==> config.mk <==
export PLATFORM = sky130hd
export DESIGN_NAME = decode_stage
export DESIGN_NICKNAME = d
export VERILOG_FILES = /design/src/rtl/common_pkg.sv /design/src/rtl/pipes_pkg.sv /design/src/rtl/decode_fifo.sv /design/src/rtl/decode_stage.sv
export SDC_FILE = /design/constraint.sdc
export NUM_CORES = 1
export LEC_CHECK = 0
export ABC_AREA = 1
export CAP_MARGIN = 20
export CORE_ASPECT_RATIO = 0.9
export CORE_MARGIN = 2
export CORE_UTILIZATION = 45
export CTS_CLUSTER_SIZE = 14
export DETAILED_ROUTE_END_ITERATION = 7
export PLACE_DENSITY = 0.87
export SLEW_MARGIN = 10
export SYNTH_ARGS = -nofsm -noshare
export SYNTH_HDL_FRONTEND = slang
export SYNTH_SLANG_ARGS = --single-unit
==> constraint.sdc <==
create_clock -name clk -period 10.8 [get_ports clk]
set_input_delay 1.62 -clock clk [delete_from_list [all_inputs] [get_ports clk]]
set_output_delay 1.62 -clock clk [all_outputs]
set_load 0.05 [all_outputs]
==> src/rtl/common_pkg.sv <==
//------------------------------------------------------------------------------
// Module : common (package)
// Brief  : Opcode constants shared by the decode pipeline.
// Rev    : 1.0 - initial release
//------------------------------------------------------------------------------
`default_nettype none

package common;

    localparam logic [5:0] F6_J    = 6'h02;
    localparam logic [5:0] F6_JAL  = 6'h03;
    localparam logic [5:0] F6_BEQ  = 6'h04;
    localparam logic [5:0] F6_BNE  = 6'h05;
    localparam logic [5:0] F6_ANDI = 6'h0C;
    localparam logic [5:0] F6_ORI  = 6'h0D;
    localparam logic [5:0] F6_XORI = 6'h0E;

endpackage

`default_nettype wire

==> src/rtl/pipes_pkg.sv <==
//------------------------------------------------------------------------------
// Module : pipes (package)
// Brief  : Payload types flowing between fetch and decode.
// Rev    : 1.0 - initial release
//------------------------------------------------------------------------------
`default_nettype none

package pipes;

    typedef struct packed {
        logic [31:0] pc;
        logic [31:0] instr;
    } fetch_data_t;

    typedef struct packed {
        logic [31:0] pc;
        logic [31:0] instr;
        logic [5:0]  op;
        logic [5:0]  func;
        logic [4:0]  rs;
        logic [4:0]  rt;
        logic [4:0]  rd;
        logic [31:0] signimm;
    } decode_data_t;

endpackage

`default_nettype wire

==> src/rtl/decode_fifo.sv <==
//------------------------------------------------------------------------------
// Module : decode_fifo
// Brief  : Circular buffer of DEPTH entries of type T with valid/ready ports.
// Rev    : 1.0 - initial release
//------------------------------------------------------------------------------
`default_nettype none

module decode_fifo #(
    parameter int  DEPTH = 2,
    parameter type T     = logic [63:0]
) (
    input  logic clk,
    input  logic resetn,
    input  logic i_flush,
    input  logic i_valid,
    output logic o_ready,
    input  T     i_data,
    output logic o_valid,
    input  logic i_ready,
    output T     o_data
);

    localparam int CW = $clog2(DEPTH + 1);
    localparam int PW = (DEPTH > 1) ? $clog2(DEPTH) : 1;
    localparam logic [CW-1:0] C_FULL = CW'(DEPTH);
    localparam logic [PW-1:0] C_LAST = PW'(DEPTH - 1);

    T              r_mem [DEPTH];
    logic [PW-1:0] r_head;
    logic [PW-1:0] r_tail;
    logic [CW-1:0] r_count;

    logic w_push;
    logic w_pop;

    function automatic logic [PW-1:0] next_ptr(input logic [PW-1:0] p);
        return (p == C_LAST) ? '0 : p + 1'b1;
    endfunction

    // Full blocks pushes even when a pop happens in the same cycle.
    assign o_ready = (r_count != C_FULL);
    assign o_valid = (r_count != '0);
    assign w_push  = i_valid && o_ready && !i_flush;
    assign w_pop   = o_valid && i_ready && !i_flush;
    assign o_data  = r_mem[r_head];

    always_ff @(posedge clk) begin
        if (!resetn || i_flush) begin
            r_head  <= '0;
            r_tail  <= '0;
            r_count <= '0;
        end else begin
            if (w_push) begin
                r_tail <= next_ptr(r_tail);
            end
            if (w_pop) begin
                r_head <= next_ptr(r_head);
            end
            case ({w_push, w_pop})
                2'b10:   r_count <= r_count + 1'b1;
                2'b01:   r_count <= r_count - 1'b1;
                default: r_count <= r_count;
            endcase
        end
    end

    always_ff @(posedge clk) begin
        if (w_push) begin
            r_mem[r_tail] <= i_data;
        end
    end

endmodule

`default_nettype wire

==> src/rtl/decode_stage.sv <==
//------------------------------------------------------------------------------
// Module : decode_stage
// Brief  : Buffered instruction decode with jump redirect pulse.
//          Define DECODE_JAL_EN to make JAL redirect and write rd=31.
// Rev    : 1.0 - initial release
//------------------------------------------------------------------------------
`default_nettype none

module decode_stage
    import common::*;
    import pipes::*;
#(
    parameter int DEPTH    = 2,
    parameter int BR_SHIFT = 2
) (
    input  logic         clk,
    input  logic         resetn,
    input  logic         flush,
    input  logic         in_valid,
    output logic         in_ready,
    input  logic [31:0]  in_pc,
    input  logic [31:0]  in_instr,
    output logic         out_valid,
    input  logic         out_ready,
    output decode_data_t out_data,
    output logic         jump_valid,
    output logic [31:0]  jump_addr
);

    fetch_data_t w_in_entry;
    fetch_data_t w_head;
    logic        w_push;
    logic        w_is_jump;
    logic [5:0]  w_op;
    logic [31:0] w_sext;
    logic        r_jump_valid;
    logic [31:0] r_jump_addr;

    assign w_in_entry = '{pc: in_pc, instr: in_instr};

    decode_fifo #(
        .DEPTH (DEPTH),
        .T     (fetch_data_t)
    ) u_fifo (
        .clk     (clk),
        .resetn  (resetn),
        .i_flush (flush),
        .i_valid (in_valid),
        .o_ready (in_ready),
        .i_data  (w_in_entry),
        .o_valid (out_valid),
        .i_ready (out_ready),
        .o_data  (w_head)
    );

    // Redirect is generated from the incoming fetch, not the head entry.
    assign w_push = in_valid && in_ready && !flush;

`ifdef DECODE_JAL_EN
    assign w_is_jump = (in_instr[31:26] == F6_J) || (in_instr[31:26] == F6_JAL);
`else
    assign w_is_jump = (in_instr[31:26] == F6_J);
`endif

    always_ff @(posedge clk) begin
        if (!resetn) begin
            r_jump_valid <= 1'b0;
            r_jump_addr  <= '0;
        end else begin
            r_jump_valid <= w_push && w_is_jump;
            if (w_push && w_is_jump) begin
                r_jump_addr <= {in_pc[31:28], in_instr[25:0], 2'b00};
            end
        end
    end

    assign jump_valid = r_jump_valid;
    assign jump_addr  = r_jump_addr;

    assign w_op   = w_head.instr[31:26];
    assign w_sext = {{16{w_head.instr[15]}}, w_head.instr[15:0]};

    always_comb begin
        out_data       = '0;
        out_data.pc    = w_head.pc;
        out_data.instr = w_head.instr;
        out_data.op    = w_op;
        out_data.func  = w_head.instr[5:0];
        out_data.rs    = w_head.instr[25:21];
        out_data.rt    = w_head.instr[20:16];
        out_data.rd    = w_head.instr[15:11];
`ifdef DECODE_JAL_EN
        if (w_op == F6_JAL) begin
            out_data.rd = 5'd31;
        end
`endif
        case (w_op)
            F6_BEQ, F6_BNE:          out_data.signimm = w_sext << BR_SHIFT;
            F6_ANDI, F6_ORI, F6_XORI: out_data.signimm = {16'h0000, w_head.instr[15:0]};
            default:                 out_data.signimm = w_sext;
        endcase
    end

endmodule

`default_nettype wire

==> results.sh, run 1 <==
export IMPL_floorplan_initialDensity_pct=46.4
export IMPL_wl_per_cell_um=15.7
export IMPL_ctsResizeCount=0
export IMPL_syn_to_final_growth_pct=40.8
export IMPL_power_frac_comb_pct=14.9
export IMPL_routed_wl_um=15700
export IMPL_path_max_fanout=58
export IMPL_crit_type="register to primary output"
export IMPL_dieArea_sq_um=15600
export IMPL_via_per_inst=4.74
export IMPL_cts_sinks=164
export IMPL_switchingPower_uw=384
export IMPL_max_cap_violations=0
export IMPL_synth_cell_area_sq_um=6570
export IMPL_num_vias=4748
export IMPL_path_clk_slew_ns=0.06
export IMPL_layout_common_cells="nand2_1, clkdlybuf4s50_1, edfxtp_1"
export IMPL_port_buffer_count=224
export IMPL_fmax_ghz=0.212
export IMPL_ys_warn_count=0
export IMPL_antenna_left=0
export IMPL_drive_above_1_share_pct=6.30
export IMPL_dr_pass1_iters=4
export IMPL_cts_made_buffers=17
export IMPL_p_seq_share_pct=47.4
export IMPL_hp_class="register to register"
export IMPL_p_int_uw=1090
export IMPL_fin_crit_ns=4.73
export IMPL_worstPathRequired_ns=9.18
export IMPL_core_sq_um=14200
export IMPL_syn_area_per_cell_sq_um=10.7
export IMPL_status="finished clean"
export IMPL_yosysUniqueCellTypes=24
export IMPL_post_cts_buffers=0
export IMPL_ys_seq_area_share_pct=69.5
export IMPL_tns_ns=0
export IMPL_grt_use_total_pct=20.3
export IMPL_setup_violations_final=0
export IMPL_die_width_um=131
export IMPL_end_kind="primary output"
export IMPL_cp_start_kind="register"
export IMPL_htreeDepth=4
export IMPL_mostFrequentLayoutCell="nand2_1"
export IMPL_grt_pass1_vias=4607
export IMPL_drc=0
export IMPL_place_inst=970
export IMPL_power_total_uw=1480
export IMPL_instances_no_fill=1002
export IMPL_num_antenna_cells=0
export IMPL_rsz0062_at_grt="false"
export IMPL_nets=866
export IMPL_tightest_slew_ns=1.02
export IMPL_yosys_register_bits=164
export IMPL_cts_root_buf="clkbuf_16"
export IMPL_ios=227
export IMPL_period_share_pct=43.8
export IMPL_overflow=0
export IMPL_place_congestion=0.849
export IMPL_syn_inst=612
export IMPL_antenna_found_initial=0
export IMPL_drtIter0Drc=268
export IMPL_fin_worst_skew_ns=0.0112
export IMPL_grt_start_max_net_pins=59
export IMPL_grt_first_pass_wirelength_um=24400
export IMPL_fin_area_sq_um=9250
export IMPL_final_hold_violation_count=0
export IMPL_clock_power_share_pct=37.7
export IMPL_ctsHoldBuffers=0
export IMPL_p_per_area_nw_per_um2=160
export IMPL_hpwl_um=10600
export IMPL_clk_latency_ns=0.42
export IMPL_place_area_sq_um=8700
export IMPL_relSlewSlack_pct=31.9
export IMPL_critical_path_arrival_ns=3.11
export IMPL_clock_tree_buffer_depth=2
export IMPL_dieHeight_um=119
export IMPL_fillCellCount=1043
export IMPL_swShare_pct=26.0
export IMPL_cts_tree="built"
export IMPL_slew_viol_final=0
export IMPL_p_leak_uw=0.00355
export IMPL_ir_worst_vdd_mv=0.109
export IMPL_rows=41
-- sequential cells by signal, indices dropped and copies added, names as in the netlist, named ones only --
name,cells
u_fifo.r_head,1
u_fifo.r_tail,1
jump_valid,1
u_fifo.r_count,2
jump_addr,30
u_fifo.r_mem,128
-- metrics by stage --
step / util (%) / hold slack (ns) / setup WS [ns]
CTS: 65.3 / 0.486 / 6.03
finish: 65.3 / 0.480 / 6.07
global route: 65.3 / 0.509 / 5.82
global placement: 61.2 / 0.461 / 6.62
detailed placement: 61.5 / 0.466 / 6.50
floorplan: - / 0.447 / 5.83
-- layout make-up --
cell class | instances | area [sq um] | share of cell area, %
flip-flops and latches | 164 | 4570 | 49.3
repair buffers | 231 | 2320 | 25.1
well taps | 193 | 241 | 2.61
multi-input cells | 364 | 1500 | 16.2
clock inverters | 12 | 104 | 1.12
inverters | 18 | 70.1 | 0.757
clock buffers | 20 | 447 | 4.83
-- layer usage --
metal  part of all wire [%]  up-vias  track usage, %
met5                      0        -               0
met4                   0.84        0            7.00
met3                    7.2       11            7.55
met2                     49      162            33.6
met1                     43     2261            24.6
li1                       -     2314               -
-- synth_stat cells --
cell	instances	share of area (%)
a21oi_1	5	0.38
buf_1	1	0.057
buf_2	10	0.76
buf_4	48	5.5
buf_6	1	0.17
clkbuf_1	7	0.40
conb_1	1	0.057
dfxtp_1	36	11
edfxtp_1	128	59
ha_1	1	0.19
inv_1	16	0.91
inv_2	1	0.057
inv_4	1	0.095
nand2_1	233	13
nand2_2	4	0.38
nand3_1	2	0.15
nand3_4	1	0.27
nand3b_4	1	0.30
nor2_1	71	4.1
nor2_2	2	0.19
o21ai_0	38	2.9
o21ai_1	1	0.076
or2_2	2	0.19
xor2_1	1	0.13
-- power by group through the flow --
stage / Sequential, uW / Clock [uW] / Combinational [uW]
after floorplan: 715 / 0 / 139
after global placement: 713 / 0 / 216
after global routing: 701 / 599 / 230
after detailed placement: 713 / 0 / 220
final: 700 / 557 / 220
after CTS: 700 / 569 / 221
-- worst max-delay path, cell delays in order, from the launching register on --
cell and delay, ns:
dfxtp_2 0.37, inv_2 0.12, buf_4 0.53, nand2_1 0.10, nand2_1 0.18, nand3_1 0.12
nand2_1 0.34, clkdlybuf4s50_1 0.90
-- final timing paths --
check	startpoint	endpoint	slack, ns	cells after the start
max	register	out_data[22]	6.07	7
min	jump_addr[3]	jump_addr[3]	0.48	2
max reg2reg	u_fifo.r_count[0]	u_fifo.r_mem[0][47]	8.39	5
min reg2reg	jump_addr[3]	jump_addr[3]	0.48	2
-- kinds of logic (layout without fill, tap and decap cells) --
logic type / after synthesis / after routing / synth area share (%)
simple gates: 316 / 316 / 18.9
buf+inv: 85 / 281 / 7.94
compound gates: 44 / 44 / 3.35
fa+ha+maj: 1 / 1 / 0.190
xor+xnor: 1 / 1 / 0.133
flops: 164 / 164 / 69.5
other cells: 1 / 2 / 0.0571
Note: power is estimated with default switching activity, not from simulation.
==> inputs of run 2 (changes only) <==
==> constraint.sdc (replaced) <==
create_clock -name clk -period 4.7 [get_ports clk]
set_input_delay 0.705 -clock clk [delete_from_list [all_inputs] [get_ports clk]]
set_output_delay 0.705 -clock clk [all_outputs]
set_load 0.05 [all_outputs]
==> run 2 against run 1 <==
  * Clock skew rose by 0.0010 ns
  * Worst hold slack about the same
  * Wire length hardly changed
  * Power increased by 140%
  * Clock power rose to 2.6 times the previous value
  * Final cell count stayed put
  * Setup slack got worse by 5.2 ns
  * Critical path depth grew 1
  * Sequential share of layout area down 0.18 points
  * Sequential power is 130% higher
  * Critical path type unchanged
  * Critical endpoint is now out_data[11]
==> results.sh, run 2 (same netlist as run 1, synthesis figures left out) <==
export IMPL_status="finished clean"
export IMPL_fmax_ghz=0.261
export IMPL_p_per_area_nw_per_um2=384
export IMPL_routed_wl_um=15700
export IMPL_crit_top_cell="nand2_1"
export IMPL_power_frac_comb_pct=14.1
export IMPL_layout_common_cells="nand2_1, clkdlybuf4s50_1, edfxtp_1"
export IMPL_p_seq_share_pct=45.1
export IMPL_wl_met1_um=6520
export IMPL_post_cts_buffers=0
export IMPL_slew_viol_final=0
export IMPL_antenna_left=0
export IMPL_drc=0
export IMPL_dieArea_sq_um=15600
export IMPL_hp_class="register to register"
export IMPL_end_kind="primary output"
export IMPL_cp_cell_sequence="buf_4 > o21ai_1 > nor2_2 > nand3_4 > inv_4 > nand2_1 > nand2_1 > clkdlybuf4s50_1"
export IMPL_p_leak_uw=0.00359
export IMPL_drive_above_1_share_pct=8.03
export IMPL_port_buffer_count=224
export IMPL_ctsHoldBuffers=0
export IMPL_clk_latency_ns=0.43
export IMPL_met2_length_um=7450
export IMPL_power_total_uw=3570
export IMPL_core_sq_um=14200
export IMPL_num_antenna_cells=0
export IMPL_grt_pass1_vias=4574
export IMPL_setup_violations_final=0
export IMPL_syn_to_final_growth_pct=41.3
export IMPL_grt_use_total_pct=20.1
export IMPL_antenna_found_initial=0
export IMPL_floorplan_initialDensity_pct=46.4
export IMPL_wl_per_cell_um=15.7
export IMPL_dieHeight_um=119
export IMPL_cts_root_buf="clkbuf_16"
export IMPL_rsz0062_at_grt="false"
export IMPL_dr_pass1_iters=5
export IMPL_path_max_fanout=66
export IMPL_cp_start_kind="register"
export IMPL_ir_worst_vdd_mv=0.262
export IMPL_critPathSlowestCell="clkdlybuf4s50_1"
export IMPL_grt_start_max_net_pins=67
export IMPL_nets=866
export IMPL_fillCellCount=1051
export IMPL_place_congestion=0.785
export IMPL_cts_made_buffers=17
export IMPL_rows=41
export IMPL_relSlewSlack_pct=47.1
export IMPL_largest_reg_flops=128
export IMPL_worst_path_buf_inv=3
export IMPL_maxUsedRoutingLayer="met4"
export IMPL_grt_first_pass_wirelength_um=24100
export IMPL_htreeDepth=4
export IMPL_cts_tree="built"
export IMPL_final_hold_violation_count=0
export IMPL_drtIter0Drc=364
export IMPL_wl_met3_um=1440
export IMPL_via_per_inst=4.82
export IMPL_num_vias=4827
export IMPL_switchingPower_uw=872
export IMPL_period_share_pct=81.5
export IMPL_crit_family="buffers and inverters"
export IMPL_max_cap_violations=0
export IMPL_tightest_slew_ns=0.793
export IMPL_path_clk_slew_ns=0.06
export IMPL_mostFrequentLayoutCell="nand2_1"
export IMPL_die_width_um=131
export IMPL_swShare_pct=24.4
export IMPL_overflow=0
export IMPL_hpwl_um=10500
export IMPL_worstPathRequired_ns=3.99
export IMPL_slowest_delay_ns=0.80
export IMPL_critical_path_arrival_ns=3.12
export IMPL_tns_ns=0
export IMPL_crit_type="register to primary output"
export IMPL_p_int_uw=2690
export IMPL_largest_register="u_fifo.r_mem"
export IMPL_clock_tree_buffer_depth=2
export IMPL_ios=227
export IMPL_fin_worst_skew_ns=0.0122
export IMPL_ctsResizeCount=0
export IMPL_cts_sinks=164
export IMPL_clock_power_share_pct=40.8
export IMPL_fin_crit_ns=3.83
run 2: cell types whose count changed in the layout (fill, tap and decap cells not counted), sizes merged:
| cell | previous run | this run |
|---|---|---|
| buf | 7 | 22 |
| clkdlybuf4s50 | 224 | 209 |
| clkinv | 6 | 2 |
| bufinv | 1 | 4 |
| clkbuf | 20 | 23 |
| inv | 21 | 18 |
| clkinvlp | 2 | 3 |
run 2: per-layer routing:
metal  up-vias  global-route usage, %
li1       2316                      -
met1      2249                   24.9
met2       238                   32.2
met3        24                   7.85
met4         0                   7.34
met5         -                      0
run 2: final cells by class:
class | count | area (sq um) | share of cell area, %
Clock buffer | 23 | 478 | 5.15
Clock inverter | 9 | 151 | 1.63
Inverter | 18 | 70.1 | 0.755
Multi-Input combinational cell | 364 | 1500 | 16.2
Sequential cell | 164 | 4570 | 49.2
Tap cell | 193 | 241 | 2.60
Timing Repair Buffer | 231 | 2280 | 24.5
run 2: power groups by stage:
stage / Combinational, uW / Clock [uW] / Sequential [uW]
after floorplan: 319 / 0 / 1640
after global placement: 496 / 0 / 1640
after detailed placement: 502 / 0 / 1640
after CTS: 504 / 1480 / 1610
after global routing: 524 / 1540 / 1610
final: 502 / 1460 / 1610
run 2: final timing paths:
path,start,endpoint,slack [ns],depth (start not counted)
worst max-delay path,register,out_data[11],0.87,8
worst min-delay path,jump_addr[28],jump_addr[28],0.48,2
worst max register to register,u_fifo.r_count[0],u_fifo.r_mem[1][59],2.62,5
worst min register to register,jump_addr[28],jump_addr[28],0.48,2
run 2: worst min-delay path: stages (launching register included):
cell and delay (ns):
dfxtp_1 0.32, nor2_1 0.04, nor2_1 0.08
run 2: through the flow:
step / setup WS (ns) / cells / hold WS, ns / area (sq um) / utilization [%]
floorplan: 0.645 / 613 / 0.447 / 6570 / -
global placement: 1.38 / 969 / 0.457 / 8630 / 60.9
detailed placement: 1.31 / 969 / 0.474 / 8630 / 60.9
CTS: 0.833 / 1001 / 0.485 / 9260 / 65.4
global route: 0.676 / 1002 / 0.508 / 9290 / 65.6
finish: 0.871 / 1002 / 0.481 / 9290 / 65.6
==> inputs of run 3 (changes only) <==
==> constraint.sdc (replaced) <==
create_clock -name clk -period 3.85 [get_ports clk]
set_input_delay 0.5775 -clock clk [delete_from_list [all_inputs] [get_ports clk]]
set_output_delay 0.5775 -clock clk [all_outputs]
set_load 0.05 [all_outputs]
==> run 3 against run 2 <==
  * Global-route usage is 0.78 points higher
  * Core utilization grew 2.2 points
  * Cell area grew 3.3%
  * Non-clock buffer count increased by 2
  * Critical path type unchanged
==> results.sh, run 3 (same netlist as run 1, synthesis figures left out) <==
export IMPL_drc=0
export IMPL_wl_per_cell_um=16.2
export IMPL_setup_ws_ns=0.280
export IMPL_holdWs_ns=0.484
export IMPL_hp_class="register to register"
export IMPL_slew_viol_final=0
export IMPL_htreeDepth=4
export IMPL_fin_crit_ns=3.57
export IMPL_floorplan_initialDensity_pct=46.4
export IMPL_cts_tree="built"
export IMPL_cp_start_kind="register"
export IMPL_cts_sinks=164
export IMPL_place_congestion=0.831
export IMPL_mostFrequentLayoutCell="nand2_1"
export IMPL_drive_above_1_share_pct=10.9
export IMPL_post_cts_buffers=0
export IMPL_p_seq_share_pct=45.7
export IMPL_rsz0062_at_grt="false"
export IMPL_dieArea_sq_um=15600
export IMPL_path_max_fanout=43
export IMPL_relSlewSlack_pct=49.3
export IMPL_hpwl_um=11200
export IMPL_path_clk_slew_ns=0.06
export IMPL_overflow=0
export IMPL_grt_first_pass_wirelength_um=25100
export IMPL_core_sq_um=14200
export IMPL_crit_top_cell="nand2_1"
export IMPL_nets=868
export IMPL_worstPathRequired_ns=3.27
export IMPL_clk_latency_ns=0.41
export IMPL_port_buffer_count=224
export IMPL_antenna_found_initial=0
export IMPL_drtIter0Drc=306
export IMPL_dr_pass1_iters=4
export IMPL_largest_reg_flops=128
export IMPL_ir_worst_vdd_mv=0.303
export IMPL_switchingPower_uw=1070
export IMPL_crit_type="register to primary output"
export IMPL_num_vias=4764
export IMPL_clock_tree_buffer_depth=2
export IMPL_cp_cell_sequence="inv_2 > nand2_1 > nand2_2 > nor2_2 > nand3_4 > inv_4 > nand2_1 > nand2_1 > buf_4 > buf_12"
export IMPL_cts_made_buffers=17
export IMPL_tightest_slew_ns=0.761
export IMPL_grt_pass1_vias=4685
export IMPL_clock_power_share_pct=38.6
export IMPL_ios=227
export IMPL_antenna_left=0
export IMPL_setup_violations_final=0
export IMPL_critical_path_arrival_ns=2.99
export IMPL_cts_root_buf="clkbuf_16"
export IMPL_ctsResizeCount=0
export IMPL_critPathSlowestCell="dfxtp_2"
export IMPL_num_antenna_cells=0
export IMPL_largest_register="u_fifo.r_mem"
export IMPL_grt_start_max_net_pins=51
export IMPL_period_share_pct=92.7
export IMPL_rows=41
export IMPL_p_leak_uw=0.00375
export IMPL_status="finished clean"
export IMPL_p_per_area_nw_per_um2=449
export IMPL_p_int_uw=3230
export IMPL_routed_wl_um=16200
export IMPL_swShare_pct=24.9
export IMPL_post_place_ws_ns=0.695
export IMPL_layout_common_cells="nand2_1, clkdlybuf4s50_1, edfxtp_1"
export IMPL_syn_to_final_growth_pct=46.0
export IMPL_max_cap_violations=0
export IMPL_via_per_inst=4.75
export IMPL_grt_use_total_pct=20.9
export IMPL_dieHeight_um=119
export IMPL_die_width_um=131
export IMPL_final_hold_violation_count=0
export IMPL_fin_worst_skew_ns=0.00610
export IMPL_power_frac_comb_pct=15.7
export IMPL_ctsHoldBuffers=0
export IMPL_end_kind="primary output"
export IMPL_fmax_ghz=0.280
export IMPL_slowest_delay_ns=0.55
[run 3: cell types whose count changed in the layout (fill, tap and decap cells not counted), sizes merged]
| cell | before | now |
|---|---|---|
| buf | 22 | 46 |
| clkbuf | 23 | 20 |
| clkinv | 2 | 7 |
| clkdlybuf4s50 | 209 | 187 |
| bufinv | 4 | 3 |
| clkinvlp | 3 | 2 |
[run 3: path summary, 6_finish.rpt]
| path | start | endpoint | slack, ns | cells after the start |
|---|---|---|---|---|
| max | register | out_data[30] | 0.28 | 10 |
| max reg2reg | u_fifo.r_count[0] | jump_addr[22] | 1.85 | 9 |
| min reg2reg | jump_addr[11] | jump_addr[11] | 0.48 | 2 |
| min | jump_addr[11] | jump_addr[11] | 0.48 | 2 |
[run 3: layer usage]
metal	vias to the layer above	GRT usage, %	wire length, um
li1	2325	-	-
met1	2257	24.6	6580
met2	170	36.6	8160
met3	12	7.94	1400
met4	0	4.35	110
met5	-	0	0
[run 3: critical path, delay by kind of cell (launching register included)]
kind | cells | cell delay [ns]
buffers and inverters | 4 | 1.19
DFF | 1 | 0.55
and+or+nand+nor | 6 | 0.81
[run 3: power by group through the flow]
stage / registers [uW] / clock network (uW) / logic, uW
2_1_floorplan: 2010 / 0 / 389
3_3_place_gp: 2000 / 0 / 669
3_5_place_dp: 2000 / 0 / 679
4_1_cts: 1960 / 1690 / 681
5_1_grt: 1970 / 1760 / 706
6_report: 1960 / 1660 / 678
[run 3: layout make-up]
| cell class | instances | area, sq um |
|---|---|---|
| clock inverters | 12 | 136 |
| multi-input cells | 364 | 1500 |
| well taps | 193 | 241 |
| fillers | 1011 | 4570 |
| repair buffers | 233 | 2630 |
| clock buffers | 20 | 447 |
| flip-flops and latches | 164 | 4570 |
| inverters | 18 | 70.1 |
[run 3: through the flow]
stage | area (sq um) | setup TNS [ns] | utilization, % | total power (uW) | cells
finish | 9590 | 0 | 67.8 | 4300 | 1004
global route | 9590 | 0 | 67.8 | 4430 | 1004
CTS | 9590 | 0 | 67.8 | 4330 | 1004
floorplan | 6570 | -17.49 | - | 2400 | 613
global placement | 9010 | 0 | 63.6 | 2670 | 972
detailed placement | 9010 | 0 | 63.6 | 2680 | 972
